[config.mk]
export PLATFORM = sky130hd
export DESIGN_NAME = bictr_cmd_seq
export DESIGN_NICKNAME = d
export VERILOG_FILES = /design/src/rtl/bictr_cmd_seq.sv
export SDC_FILE = /design/constraint.sdc
export NUM_CORES = 1
export LEC_CHECK = 0
export ABC_AREA = 1
export CAP_MARGIN = 20
export CORE_UTILIZATION = 30
export CTS_CLUSTER_DIAMETER = 100
export CTS_CLUSTER_SIZE = 25
export DETAILED_ROUTE_END_ITERATION = 7
export PLACE_DENSITY_LB_ADDON = 0.12
export RECOVER_POWER = 50
export SETUP_SLACK_MARGIN = 0.3
export SLEW_MARGIN = 20
export SYNTH_ARGS = -nofsm -noshare
export SYNTH_HDL_FRONTEND = slang
export SYNTH_SLANG_ARGS = --single-unit
[constraint.sdc]
create_clock -name clk -period 1.5 [get_ports clk]
set_clock_uncertainty 0.15 [all_clocks]
set_input_delay 0.3 -clock clk [delete_from_list [all_inputs] [get_ports clk]]
set_output_delay 0.3 -clock clk [all_outputs]
set_load 0.02 [all_outputs]
[src/rtl/bictr_cmd_seq.sv]
// Command sequencer for an external loadable up/down counter.
// Loads start, runs to target, repeats for extra passes, reports done/aborted.
module bictr_cmd_seq #(
    parameter int WIDTH = 8,
    parameter int LOOPW = 4
) (
    input  logic             clk,
    input  logic             reset,
    input  logic             cmd_valid,
    output logic             cmd_ready,
    input  logic [WIDTH-1:0] cmd_start,
    input  logic [WIDTH-1:0] cmd_target,
    input  logic             cmd_dir,
    input  logic [LOOPW-1:0] cmd_loops,
    input  logic             pause,
    input  logic             abort,
    output logic             load,
    output logic             cen,
    output logic             up_dn,
    output logic [WIDTH-1:0] data,
    output logic [WIDTH-1:0] count_to,
    input  logic             tercnt,
    output logic             busy,
    output logic             done,
    output logic             aborted,
    output logic [LOOPW-1:0] pass_cnt
);

    typedef enum logic [1:0] {
        IDLE = 2'd0,
        LOAD = 2'd1,
        RUN  = 2'd2,
        DONE = 2'd3
    } state_t;

    state_t           state;
    logic [LOOPW-1:0] loops_q;

    // Counter steps only in RUN, and stops on the terminal count in the same cycle
    assign cen = (state == RUN) & ~pause & ~tercnt & ~abort;

    // Command FSM with registered handshake, load and status outputs
    always_ff @(posedge clk or negedge reset) begin
        if (!reset) begin
            state     <= IDLE;
            loops_q   <= '0;
            load      <= 1'b1;
            up_dn     <= 1'b1;
            data      <= '0;
            count_to  <= '0;
            pass_cnt  <= '0;
            busy      <= 1'b0;
            done      <= 1'b0;
            aborted   <= 1'b0;
            cmd_ready <= 1'b1;
        end else begin
            done    <= 1'b0;
            aborted <= 1'b0;
            unique case (state)
                IDLE: begin
                    if (cmd_valid) begin
                        data      <= cmd_start;
                        count_to  <= cmd_target;
                        up_dn     <= cmd_dir;
                        loops_q   <= cmd_loops;
                        pass_cnt  <= '0;
                        load      <= 1'b0;
                        busy      <= 1'b1;
                        cmd_ready <= 1'b0;
                        state     <= LOAD;
                    end
                end
                LOAD: begin
                    load <= 1'b1;
                    if (abort) begin
                        busy      <= 1'b0;
                        cmd_ready <= 1'b1;
                        aborted   <= 1'b1;
                        state     <= IDLE;
                    end else begin
                        state <= RUN;
                    end
                end
                RUN: begin
                    if (abort) begin
                        load      <= 1'b1;
                        busy      <= 1'b0;
                        cmd_ready <= 1'b1;
                        aborted   <= 1'b1;
                        state     <= IDLE;
                    end else if (tercnt) begin
                        if (pass_cnt == loops_q) begin
                            done  <= 1'b1;
                            state <= DONE;
                        end else begin
                            pass_cnt <= pass_cnt + 1'b1;
                            load     <= 1'b0;
                            state    <= LOAD;
                        end
                    end
                end
                DONE: begin
                    busy      <= 1'b0;
                    cmd_ready <= 1'b1;
                    state     <= IDLE;
                end
                default: begin
                    load      <= 1'b1;
                    busy      <= 1'b0;
                    cmd_ready <= 1'b1;
                    state     <= IDLE;
                end
            endcase
        end
    end

endmodule

==> results by group <==
Layout
  – Finished Cell Area: 0.00273 mm^2
  – Nets: 271
  – Core Util, Final: 0.573
  – Fillers: 416
  – Area grow syn2layout: 81.8%
  – Commonest non-fill, non-tap cell in the layout: buf_6
  – Most frequent cells in the layout: buf_6 (33), dfrtp_1 (29), nand2_1 (28), clkdlybuf4s50_1 (25), buf_4 (21)
  – ANT cells: 0
  – Share of cells above drive strength 1: 0.502

Clocking
  – Hold buffers post-CTS: 0
  – Deepest clock path buffer count: 2
  – Htree depth: 2
  – Total CTS buffers: 5
  – CTS tree: done
  – Clk_lat worst skew: 0.27 ns
  – Worst-path clk slew: 0.06 ns
  – Clock Sinks: 32
  – Clk root buf: clkbuf_8

Logic synthesis
  – Syn_area_per_cell: 10.1 um^2
  – Sequential share of the synthesized area: 0.537
  – Ys Warns: 0
  – Mapped cell area: 0.00150 mm^2
  – Area leader, netlist: dfrtp_1
  – Syn Nets: 181
  – Synthesized flop and latch total: 32
  – Syn Inst Count: 148
  – Share of the synthesized area in the top cell type: 0.484
  – Largest cells by area after synthesis: dfrtp_1 (48%), mux2_2 (11%), nand2_1 (8.3%)
  – Netlist cell types: 21

STA
  – Slew @ Worst Pin: 0.804 ns
  – Setup-failing EPs final: 31
  – Tcrit/Tclk final: 1.17
  – Worst setup slack after layout: -0.259 ns
  – Endpoints failing hold: 0
  – Min Clock Period, post-route: 1.76 ns
  – Peak Freq: 568 MHz
  – Max-slew violations: 0
  – RSZ-0062 raised after global routing: true
  – Slew Limit Headroom: 0.464

Placement
  – RePlAce Congestion: 0.797
  – Final HPWL DP: 2620 um
  – Dpl cell area: 0.00234 mm^2
  – Buffers added on ports: 53

Die
  – Die Width: 72.7 um
  – # IOs: 54
  – Die Height: 72.7 um
  – Starting Density: 0.315
  – Row cnt: 25
  – Core area: 0.00475 mm^2
  – Die area: 0.00528 mm^2

Routing
  – Routed wire per std cell: 11.8 um
  – TritonRoute pass-1 iters: 4
  – Vias/cell: 4.30
  – Aggregate routed wire length: 3600 um
  – Vias: 1,316
  – Final ANT Viol Nets: 0
  – Residual DRC count: 0
  – Iter 0 DRT Violations: 26

Critical path
  – Worst Setup Path Type: register to register
  – R2r startpoint: state[1]
  – CP arrival: 1.82 ns
  – Reg2Reg Depth: 11
  – Max FO, Critical Path: 5
  – Worst R2R End: load
  – Type of origin of the critical path: register
  – Worst reg-to-reg setup slack: -0.26 ns
  – Crit path from: state[1]
  – Critical Path RT: 1.56 ns
  – Setup crit end: load
  – Crit path capture type: register

GRT
  – Initial antenna violation count: 0
  – Vias in the first global route: 1,319
  – All-Layer GR Usage: 0.138
  – Largest net degree at the start of global routing: 33
  – First-pass GRT wire length: 5520 um
  – GRT Residual Overflow: 0

Outcome
  – Status: finished, violations left
  – Failing checks: setup timing

Power
  – Leakage: 1.28 nW
  – VDD IR max: 941 uV
  – Pwr per Cell Area: 2020 mW/mm^2

Worst hold path
  – Hold WC Path Type: register to register
  – Hold Path Origin: cmd_ready

Run
  – Max-Cap Viols: 0
-- metrics by stage --
step	TNS [ns]	power (mW)	hold slack (ns)	instances	setup WS, ns
detailed placement	-6.33	4.09	0.313	286	-0.599
global route	-5.07	5.87	0.371	306	-0.322
CTS	-4.22	5.05	0.236	296	-0.242
finish	-3.49	5.49	0.326	306	-0.259
floorplan	-0.901	2.89	-0.146	148	-0.0888
global placement	-5.84	4.01	0.313	286	-0.595
-- flip-flops by register name, summed over array words and instances (netlist names) --
signal     flops
count_to       8
aborted        1
data           8
cmd_ready      1
loops_q        4
up_dn          1
done           1
state          2
load           1
busy           1
pass_cnt       4
-- area by class of cell --
| type | count | area (um^2) | area share |
|---|---|---|---|
| well taps | 67 | 83.8 | 0.0308 |
| multi-input cells | 96 | 792 | 0.291 |
| clock buffers | 8 | 90.1 | 0.0331 |
| repair buffers | 85 | 882 | 0.324 |
| inverters | 18 | 72.6 | 0.0266 |
| flip-flops and latches | 32 | 805 | 0.295 |
-- critical path, cell delays in order, from the launching register on --
cell and delay [ns]:
dfrtp_1 0.42, buf_6 0.14, inv_4 0.06, ha_4 0.17
inv_2 0.04, or2_4 0.27, buf_6 0.13, nand2_8 0.07
nor2_1 0.04, nand2_1 0.07, nand2_1 0.05, o21ai_1 0.07
-- how the worst min path moves through the flow --
stage                end  slack (ns)  depth (start not counted)
2_1_floorplan    aborted       -0.15                          0
3_3_place_gp        load        0.31                          2
3_5_place_dp        load        0.31                          2
4_1_cts          data[6]        0.24                          2
5_1_grt        cmd_ready        0.37                          2
6_report       cmd_ready        0.33                          2
-- per-layer routing --
layer	global-route usage	share of wire	up-vias
met2	0.244	0.51	35
met3	0.0511	0.057	4
li1	-	-	647
met4	0.0392	0.011	0
met5	0	0	-
met1	0.156	0.42	630
-- repair_timing --
| item | in CTS | in global routing |
|---|---|---|
| gates resized for setup | 165 | 41 |
| setup buffers | 1 | 10 |
| pin swaps | 3 | 9 |
| gates cloned | 1 | 0 |
| setup endpoints to repair | 59 | 59 |
-- power by group --
| group | internal, mW | switching, mW | total (mW) | leakage (nW) |
|---|---|---|---|---|
| Combinational | 1.84 | 1.46 | 3.29 | 0.856 |
| Sequential | 1.28 | 0.250 | 1.53 | 0.382 |
| Clock | 0.374 | 0.296 | 0.670 | 0.0455 |
| Total | 3.49 | 2.00 | 5.49 | 1.28 |
-- kinds of logic (layout without fill, tap and decap cells) --
family                   after synthesis  in the layout  synth area share
multiplexers                          18             18             0.135
AND/OR/NAND/NOR                       59             59             0.170
adder cells (fa/ha/maj)                6              6            0.0501
flip-flops                            32             32             0.537
buffers and inverters                 20            111            0.0517
XOR/XNOR                               2              2            0.0117
AO/OA/AOI/OAI                         11             11            0.0442
-- cell usage after synthesis --
| master | n |
|---|---|
| a21oi_1 | 5 |
| a21oi_4 | 1 |
| buf_2 | 2 |
| dfrtp_1 | 29 |
| dfstp_2 | 3 |
| ha_1 | 6 |
| inv_1 | 18 |
| mux2_1 | 4 |
| mux2_2 | 14 |
| nand2_1 | 33 |
| nand2_2 | 3 |
| nand2_4 | 1 |
| nand3_1 | 6 |
| nor2_1 | 11 |
| nor2_2 | 3 |
| nor3_1 | 1 |
| o21ai_0 | 3 |
| o21ai_1 | 2 |
| or2_1 | 1 |
| xnor2_1 | 1 |
| xor2_1 | 1 |
No activity file was read; power rests on OpenSTA's default activity.
